<file path="config.mk">
export PLATFORM = sky130hd
export DESIGN_NAME = nest_tile_counter
export DESIGN_NICKNAME = d
export VERILOG_FILES = /design/src/rtl/nest_tile_counter_pkg.sv /design/src/rtl/nest_tile_counter_level.sv /design/src/rtl/nest_tile_counter.sv
export SDC_FILE = /design/constraint.sdc
export NUM_CORES = 1
export LEC_CHECK = 0
export CORE_ASPECT_RATIO = 0.8
export CORE_MARGIN = 2
export CORE_UTILIZATION = 51
export DETAILED_ROUTE_END_ITERATION = 16
export GPL_ROUTABILITY_DRIVEN = 0
export HOLD_SLACK_MARGIN = 0.12
export PLACE_DENSITY = 0.79
export SYNTH_ARGS = -nofsm -noshare
export SYNTH_HDL_FRONTEND = slang
export SYNTH_SLANG_ARGS = --single-unit
</file>
<file path="constraint.sdc">
create_clock -name clk -period 5.3 [get_ports clk]
set_input_delay 0.795 -clock clk [delete_from_list [all_inputs] [get_ports clk]]
set_output_delay 0.795 -clock clk [all_outputs]
set_load 0.02 [all_outputs]
</file>
<file path="src/rtl/nest_tile_counter_pkg.sv">
// rtl/nest_tile_counter_pkg.sv - shared types and bus-slicing helpers for the nested tile counter
package nest_cnt_pkg;

  typedef enum logic [1:0] {
    ST_IDLE = 2'd0,
    ST_RUN  = 2'd1,
    ST_FIN  = 2'd2
  } state_e;

  localparam int NEST_MAX = 4;

  // Low bit of level `lvl` inside a bus packed `width` bits per level.
  function automatic int lvl_lo(input int lvl, input int width);
    return lvl * width;
  endfunction

endpackage

</file>
<file path="src/rtl/nest_tile_counter_level.sv">
// rtl/nest_tile_counter_level.sv - one nest level: index counter plus its running address offset
module nest_cnt_level
  import nest_cnt_pkg::*;
#(
  parameter int CW = 16,
  parameter int AW = 32
) (
  input  logic          clk,
  input  logic          rst,
  input  logic          clear_i,
  input  logic          carry_in_i,
  input  logic [CW-1:0] max_i,
  input  logic [AW-1:0] stride_i,
  output logic [CW-1:0] cnt_o,
  output logic [AW-1:0] off_o,
  output logic          at_max_o,
  output logic          carry_out_o
);

  logic [CW-1:0] cnt_q;
  logic [AW-1:0] off_q;

  assign at_max_o    = (cnt_q == max_i - CW'(1));
  assign carry_out_o = carry_in_i & at_max_o;
  assign cnt_o       = cnt_q;
  assign off_o       = off_q;

  // off_q tracks cnt_q*stride_i incrementally so the address needs no multiplier.
  always_ff @(posedge clk) begin
    if (rst || clear_i) begin
      cnt_q <= '0;
      off_q <= '0;
    end else if (carry_in_i) begin
      if (at_max_o) begin
        cnt_q <= '0;
        off_q <= '0;
      end else begin
        cnt_q <= cnt_q + CW'(1);
        off_q <= off_q + stride_i;
      end
    end
  end

endmodule

</file>
<file path="src/rtl/nest_tile_counter.sv">
// rtl/nest_tile_counter.sv - N-level nested tile counter with strided linear address generation
module nest_tile_counter
  import nest_cnt_pkg::*;
#(
  parameter int CW   = 16,
  parameter int NEST = 3,
  parameter int AW   = 32
) (
  input  logic               clk,
  input  logic               rst,
  input  logic               start,
  input  logic               abort,
  input  logic               ena,
  input  logic [NEST*CW-1:0] n_max,
  input  logic [NEST*AW-1:0] stride,
  input  logic [AW-1:0]      base,
  output logic [NEST*CW-1:0] cnt,
  output logic [AW-1:0]      addr,
  output logic               valid,
  output logic               last,
  output logic               done,
  output logic               busy,
  output logic               cfg_err
);

  if (NEST < 1 || NEST > NEST_MAX) begin : g_bad_nest
    $error("nest_tile_counter: NEST must be in 1..4");
  end

  state_e             state_q;
  logic [NEST*CW-1:0] n_max_q;
  logic [NEST*AW-1:0] stride_q;
  logic [AW-1:0]      base_q;
  logic               valid_q, done_q, busy_q, cfg_err_q;

  logic [NEST:0]   carry;
  logic [NEST-1:0] at_max;
  logic [CW-1:0]   cnt_l [NEST];
  logic [AW-1:0]   off_l [NEST];
  logic            consume, cfg_ok;
  logic [AW-1:0]   addr_sum;

  assign consume  = valid_q & ena & ~abort;
  assign carry[0] = consume;

  for (genvar g = 0; g < NEST; g++) begin : g_lvl
    nest_cnt_level #(.CW(CW), .AW(AW)) u_lvl (
      .clk         (clk),
      .rst         (rst),
      .clear_i     (abort),
      .carry_in_i  (carry[g]),
      .max_i       (n_max_q[lvl_lo(g, CW) +: CW]),
      .stride_i    (stride_q[lvl_lo(g, AW) +: AW]),
      .cnt_o       (cnt_l[g]),
      .off_o       (off_l[g]),
      .at_max_o    (at_max[g]),
      .carry_out_o (carry[g+1])
    );
    assign cnt[lvl_lo(g, CW) +: CW] = cnt_l[g];
  end

  always_comb begin
    cfg_ok = 1'b1;
    for (int i = 0; i < NEST; i++) begin
      if (n_max[lvl_lo(i, CW) +: CW] == '0) cfg_ok = 1'b0;
    end
  end

  always_comb begin
    addr_sum = base_q;
    for (int i = 0; i < NEST; i++) addr_sum = addr_sum + off_l[i];
  end

  assign addr    = valid_q ? addr_sum : '0;
  assign last    = valid_q & (&at_max);
  assign valid   = valid_q;
  assign done    = done_q;
  assign busy    = busy_q;
  assign cfg_err = cfg_err_q;

  // carry[NEST] is exactly the consumption of the final tuple.
  always_ff @(posedge clk) begin
    if (rst) begin
      state_q   <= ST_IDLE;
      n_max_q   <= '0;
      stride_q  <= '0;
      base_q    <= '0;
      valid_q   <= 1'b0;
      done_q    <= 1'b0;
      busy_q    <= 1'b0;
      cfg_err_q <= 1'b0;
    end else begin
      done_q    <= 1'b0;
      cfg_err_q <= 1'b0;
      if (abort) begin
        state_q <= ST_IDLE;
        valid_q <= 1'b0;
        busy_q  <= 1'b0;
      end else begin
        case (state_q)
          ST_IDLE: begin
            if (start) begin
              if (cfg_ok) begin
                n_max_q  <= n_max;
                stride_q <= stride;
                base_q   <= base;
                state_q  <= ST_RUN;
                valid_q  <= 1'b1;
                busy_q   <= 1'b1;
              end else begin
                cfg_err_q <= 1'b1;
              end
            end
          end
          ST_RUN: begin
            if (carry[NEST]) begin
              state_q <= ST_FIN;
              valid_q <= 1'b0;
              done_q  <= 1'b1;
            end
          end
          ST_FIN: begin
            state_q <= ST_IDLE;
            busy_q  <= 1'b0;
          end
          default: begin
            state_q <= ST_IDLE;
            valid_q <= 1'b0;
            busy_q  <= 1'b0;
          end
        endcase
      end
    end
  end

endmodule

</file>
Word level (Yosys, flattened, before mapping)
Cells that the tools add are included.

Flip-flop bits (word level): 326. Input port bits: 181. Output and inout bits: 85. Word-level logic and storage cells: 79.

Add/subtract/negate cells: 12. Eq/ne operators: 8. Mux-type cells: 21. Bitwise logic cells: 11. Reductions and logical operators: 13.

Operator list (count): $add 32x32->32 (6); $mux 32 (4); $add 16x1->16 const B (3); $eq 16x16->1 (3); $logic_not 16->1 (3); $mux 16 (3); $sub 16x1->16 const B (3); $reduce_and 3->1 (3); $mux 1 (8); $reduce_and 4->1 (2); $and 1x1->1 (6); $mux 2 (3); $not 1->1 (5); $ne 2x2->1 const B (2); $pmux 2 s2 (1); $reduce_or 4->1 (1); $pmux 1 s3 (1); $reduce_or 3->1 (1); $eq 2x1->1 const B (1); $eq 2x2->1 const B (1); $logic_not 2->1 (1); $ne 2x1->1 const B (1); $pmux 1 s2 (1); $reduce_or 2->1 (1); $logic_or 1x1->1 (1).

Logic depth before layout (Yosys ltp)
Depth in word-level cells: 7. Mapped depth: 17. Mapped depth without buffers: 17.

Cells and area by module
From an unflattened synthesis, not the netlist that was laid out.

Cells, all modules: 2852. Area, all modules: 22180.0 µm².

Modules (own cells, without submodules): nest_tile_counter (instances 1, cells each 1321, area an instance 10172.3 µm², sequential area each 3643.5 µm²); nest_cnt_level (g_lvl[2].u_lvl) (instances 1, cells each 516, area an instance 4017.6 µm², sequential area each 960.9 µm²); nest_cnt_level (g_lvl[1].u_lvl) (instances 1, cells each 509, area an instance 4016.4 µm², sequential area each 960.9 µm²); nest_cnt_level (g_lvl[0].u_lvl) (instances 1, cells each 506, area an instance 3973.8 µm², sequential area each 960.9 µm²).

Worst setup path before layout
No wires, ideal clock.

Kind: reg-to-output. Start point: register g_lvl[0].u_lvl.off_q[1]. End point: output addr[31]. Arrival: 4.742 ns. Data required time: 4.505 ns. Setup slack: -0.237 ns. Stages on the path, launching flop included: 18. Path buffers: 0. Path through: dfxtp_1 -> inv_1 -> fa_1 -> fa_1 -> inv_1 -> ha_1 -> fa_1 -> a21oi_1 -> o21bai_1 -> a41o_1 -> a21o_1 -> a2111o_1 -> o311a_1 -> o41ai_1 -> o311ai_0 -> a21oi_1 -> xnor2_1 -> and2_1.

Longest elaborated chain between the ends: 4.

RTL lines: from (decl) (RTL line nest_tile_counter_level.sv:21) `logic [AW-1:0] off_q;`; from (signal assigned) (RTL line nest_tile_counter_level.sv:39) `off_q <= off_q + stride_i;`; $add 32x32->32 (3 in a row) (RTL line nest_tile_counter.sv:71) `for (int i = 0; i < NEST; i++) addr_sum = addr_sum + off_l[i];`; $mux 32 (RTL line nest_tile_counter.sv:74) `assign addr = valid_q ? addr_sum : '0;`; to (decl) (RTL line nest_tile_counter.sv:18) `output logic [AW-1:0] addr,`.

Every way passes these cells.

Worst setup path in the final report
Start point: register g_lvl[1].u_lvl.off_q[1]. End point: output addr[27].

Longest elaborated chain between the ends: 3.

RTL lines (RTL line): from (decl) (nest_tile_counter_level.sv:21); from (signal assigned) (nest_tile_counter_level.sv:39); $add 32x32->32 (2 in a row) (nest_tile_counter.sv:71); $mux 32 (nest_tile_counter.sv:74).

Every way passes these cells.

==> results.txt <==
sequential-to-total area share from yosys stat -> 31.5%
crit-path max FO -> 3
die span in y -> 184 microns
CTS Root Cell -> clkbuf_16
Post-DP HPWL -> 48200 microns
Reg clk slew, reported paths -> 0.06 ns
R2R Setup Slk -> 0.72 ns
fin. max-slew vios -> 0
Post-DRT Antenna Nets -> 0
most frequent cells in the layout -> 490 x nand2_1, 320 x dfxtp_1, 294 x a21oi_1, 242 x clkdlybuf4s50_1, 200 x inv_1
syn_nets -> 2996
Initial Util -> 52.1%
min cycle time layout -> 5.89 ns
area taken by flip-flops and latches -> 6530 sq um
Rel. slew slack -> 18.0%
via/cell ratio -> 5.69
first-pass GRT wire length -> 98800 microns
Setup TNS -> -2.48 ns
layout cells sized above 1 -> 8.58%
most common library cell in the layout ignoring fill and taps -> nand2_1
Mean Syn Cell Area -> 7.90 sq um
worst hold path type -> reg -> reg
H-tree levels -> 2
synthesis warning total -> 0
CP max stage delay -> 0.50 ns
Fin Hold WS -> 0.456 ns
Std-Cell Rows -> 65
Async SR Flop Fraction -> 0%
initial antenna violation count -> 2
CTS max path bufs -> 3
Leak -> 10.9 nW
total number of vias -> 19921
Startpoint Class -> register
vias in the first global route -> 19001
CTS Buf Count -> 36
final wirelength -> 63100 microns
Synth Instances -> 2620
Yosys top cell by area -> dfxtp_1
Worst Clk Skew -> 0.0137 ns
Arr. time, crit path -> 5.09 ns
crit share post-route -> 111%
# clock sinks -> 326
critical path class -> reg -> out
synth top area cells -> dfxtp_1 32%, nand2_1 8.9%, ha_1 7.9%, a21oi_1 7.3%, fa_1 6.3%
failing checks -> negative setup slack
max_cap viols -> 0
Critical Path RT -> 4.51 ns
post-route setup slack -> -0.587 ns
Congestion Overflow GR -> 0
largest net degree at the start of global routing -> 130
worst skew pair latency -> 0.53 ns
most numerous cell on the critical path -> fa_1
# setup viols final -> 7
DR pass1 iterations -> 5
Multi-input gate area -> 13200 sq um
Die Area -> 42200 sq um
drt first-iter violations -> 1806
die width -> 229 microns
Synth top area share -> 31.5%
worst-path cell chain -> inv_2 -> fa_1 -> fa_1 -> inv_1 -> ha_2 -> fa_2 -> a21oi_2 -> o21bai_2 -> a41o_1 -> a21o_1 -> a2111o_1 -> o311a_4 -> o41ai_4 -> buf_4 -> nor2_1 -> or4_1 -> o2111a_1 -> buf_6
WL/cell -> 18.0 microns
Fmax -> 170 MHz
io pins -> 266
CTS tree -> built
outcome -> finished with violations
post-synthesis instance area -> 20700 sq um
Netlist cell types -> 72
# DRC -> 0
Synth Flop Type -> dfxtp_1
Nets -> 3314
EDFF count, synth -> 0
PD cells -> 221 nW/um^2
Post-CTS Hold Fix Bufs -> 0
RSZ-0062 raised after global routing -> true
IO buf count -> 265
Yosys reg bits -> 326
Total GRT Usage -> 29.1%
Synth-to-Final Area Change -> 24.8%
Worst setup EP type -> output pin
Worst VDD drop -> 0.185 mV
core area -> 39800 sq um
Fin. Hold Viols -> 0
Worst-Margin Slew -> 1.23 ns
fillers -> 3259
Slowest-stage cell, CP -> fa_1
==> report_power, final <==
group	switching [mW]	internal [mW]
logic	0.371	0.328
clock network	1.03	1.41
registers	0.0688	2.52
==> worst paths after layout <==
kind | from | cells past startpoint | to
max | g_lvl[1].u_lvl.off_o[1]$_SDFFE_PP0N_ | 18 | addr[27]
min | base_q[4]$_SDFFE_PP0P_ | 2 | base_q[4]$_SDFFE_PP0P_
max reg2reg | n_max_q[0]$_SDFFE_PP0P_ | 12 | g_lvl[1].u_lvl.off_o[2]$_SDFFE_PP0N_
min reg2reg | base_q[4]$_SDFFE_PP0P_ | 2 | base_q[4]$_SDFFE_PP0P_
==> layout make-up <==
type | count | area share (%)
Antenna cell | 3 | 0.0290
Clock buffer | 52 | 4.03
Inverter | 202 | 2.93
Clock inverter | 9 | 0.300
Timing Repair Buffer | 387 | 13.8
Tap cell | 536 | 2.59
Multi-Input combinational cell | 1985 | 51.0
Sequential cell | 326 | 25.3
==> state kept, by name, indices dropped and copies added, names as in the netlist <==
name               cells
base_q                32
cfg_err                1
busy                   1
state_q                2
g_lvl.u_lvl.off_o     96
done                   1
g_lvl.u_lvl.cnt_o     48
valid                  1
stride_q              96
n_max_q               48
==> metrics by stage <==
step                util [%]  instance area [sq um]  std cells  setup WS [ns]  total power, mW
floorplan                  -                  20700       2620         0.0110             3.03
global placement        61.7                  24500       3428         -0.609             3.29
detailed placement      61.7                  24500       3428         -0.660             3.32
CTS                     64.7                  25700       3495         -0.691             5.74
global route            65.0                  25800       3499         -0.693             5.92
finish                  65.0                  25800       3500         -0.587             5.72
==> synth_stat cells, types with 22 or more instances <==
cell type,count
a21o_1,57
a21oi_1,301
and2_1,39
and3_1,22
clkbuf_1,97
dfxtp_1,326
fa_1,65
ha_1,130
inv_1,202
nand2_1,490
nand3_1,53
nand4_1,37
nor2_1,141
nor3_1,29
nor4_1,28
o21a_1,22
o21ai_0,87
o22ai_1,25
xnor2_1,118
xor2_1,94
==> timing repair <==
item                                    CTS  global route
endpoints found under the hold margin     0             0
buffers inserted                          6             2
gates resized for setup                  87            30
pin swaps                                18            16
endpoints found under the setup margin   22            21
==> routing by layer <==
layer  vias to the layer above  share of wire, %  track usage [%]
li1                       9595                 -                -
met4                         0               3.2             9.87
met2                       783                43             45.6
met1                      9420                46             41.0
met5                         -                 0                0
met3                       123               7.8             4.53
==> cells by family (layout without fill, tap and decap cells) <==
family                     Yosys count  in the layout  synth area share (%)
adders and majority gates          195            195                  14.1
and+or+nand+nor                    935            935                  20.7
DFF                                326            326                  31.5
other                                0              3                     0
muxes                               11             11                 0.544
xor gates and xnor gates           212            212                  8.97
AOI/OAI and AO/OA                  632            632                  18.5
buffers and inverters              309            650                  5.64
==> worst max-delay path: cells and delay by family (launching register included) <==
family	cells	cell delay [ns]
adders and majority gates	4	1.53
and+or+nand+nor	2	0.44
buffers and inverters	4	0.43
DFF	1	0.33
AOI/OAI and AO/OA	8	1.82
(Power assumes the default switching activity.)
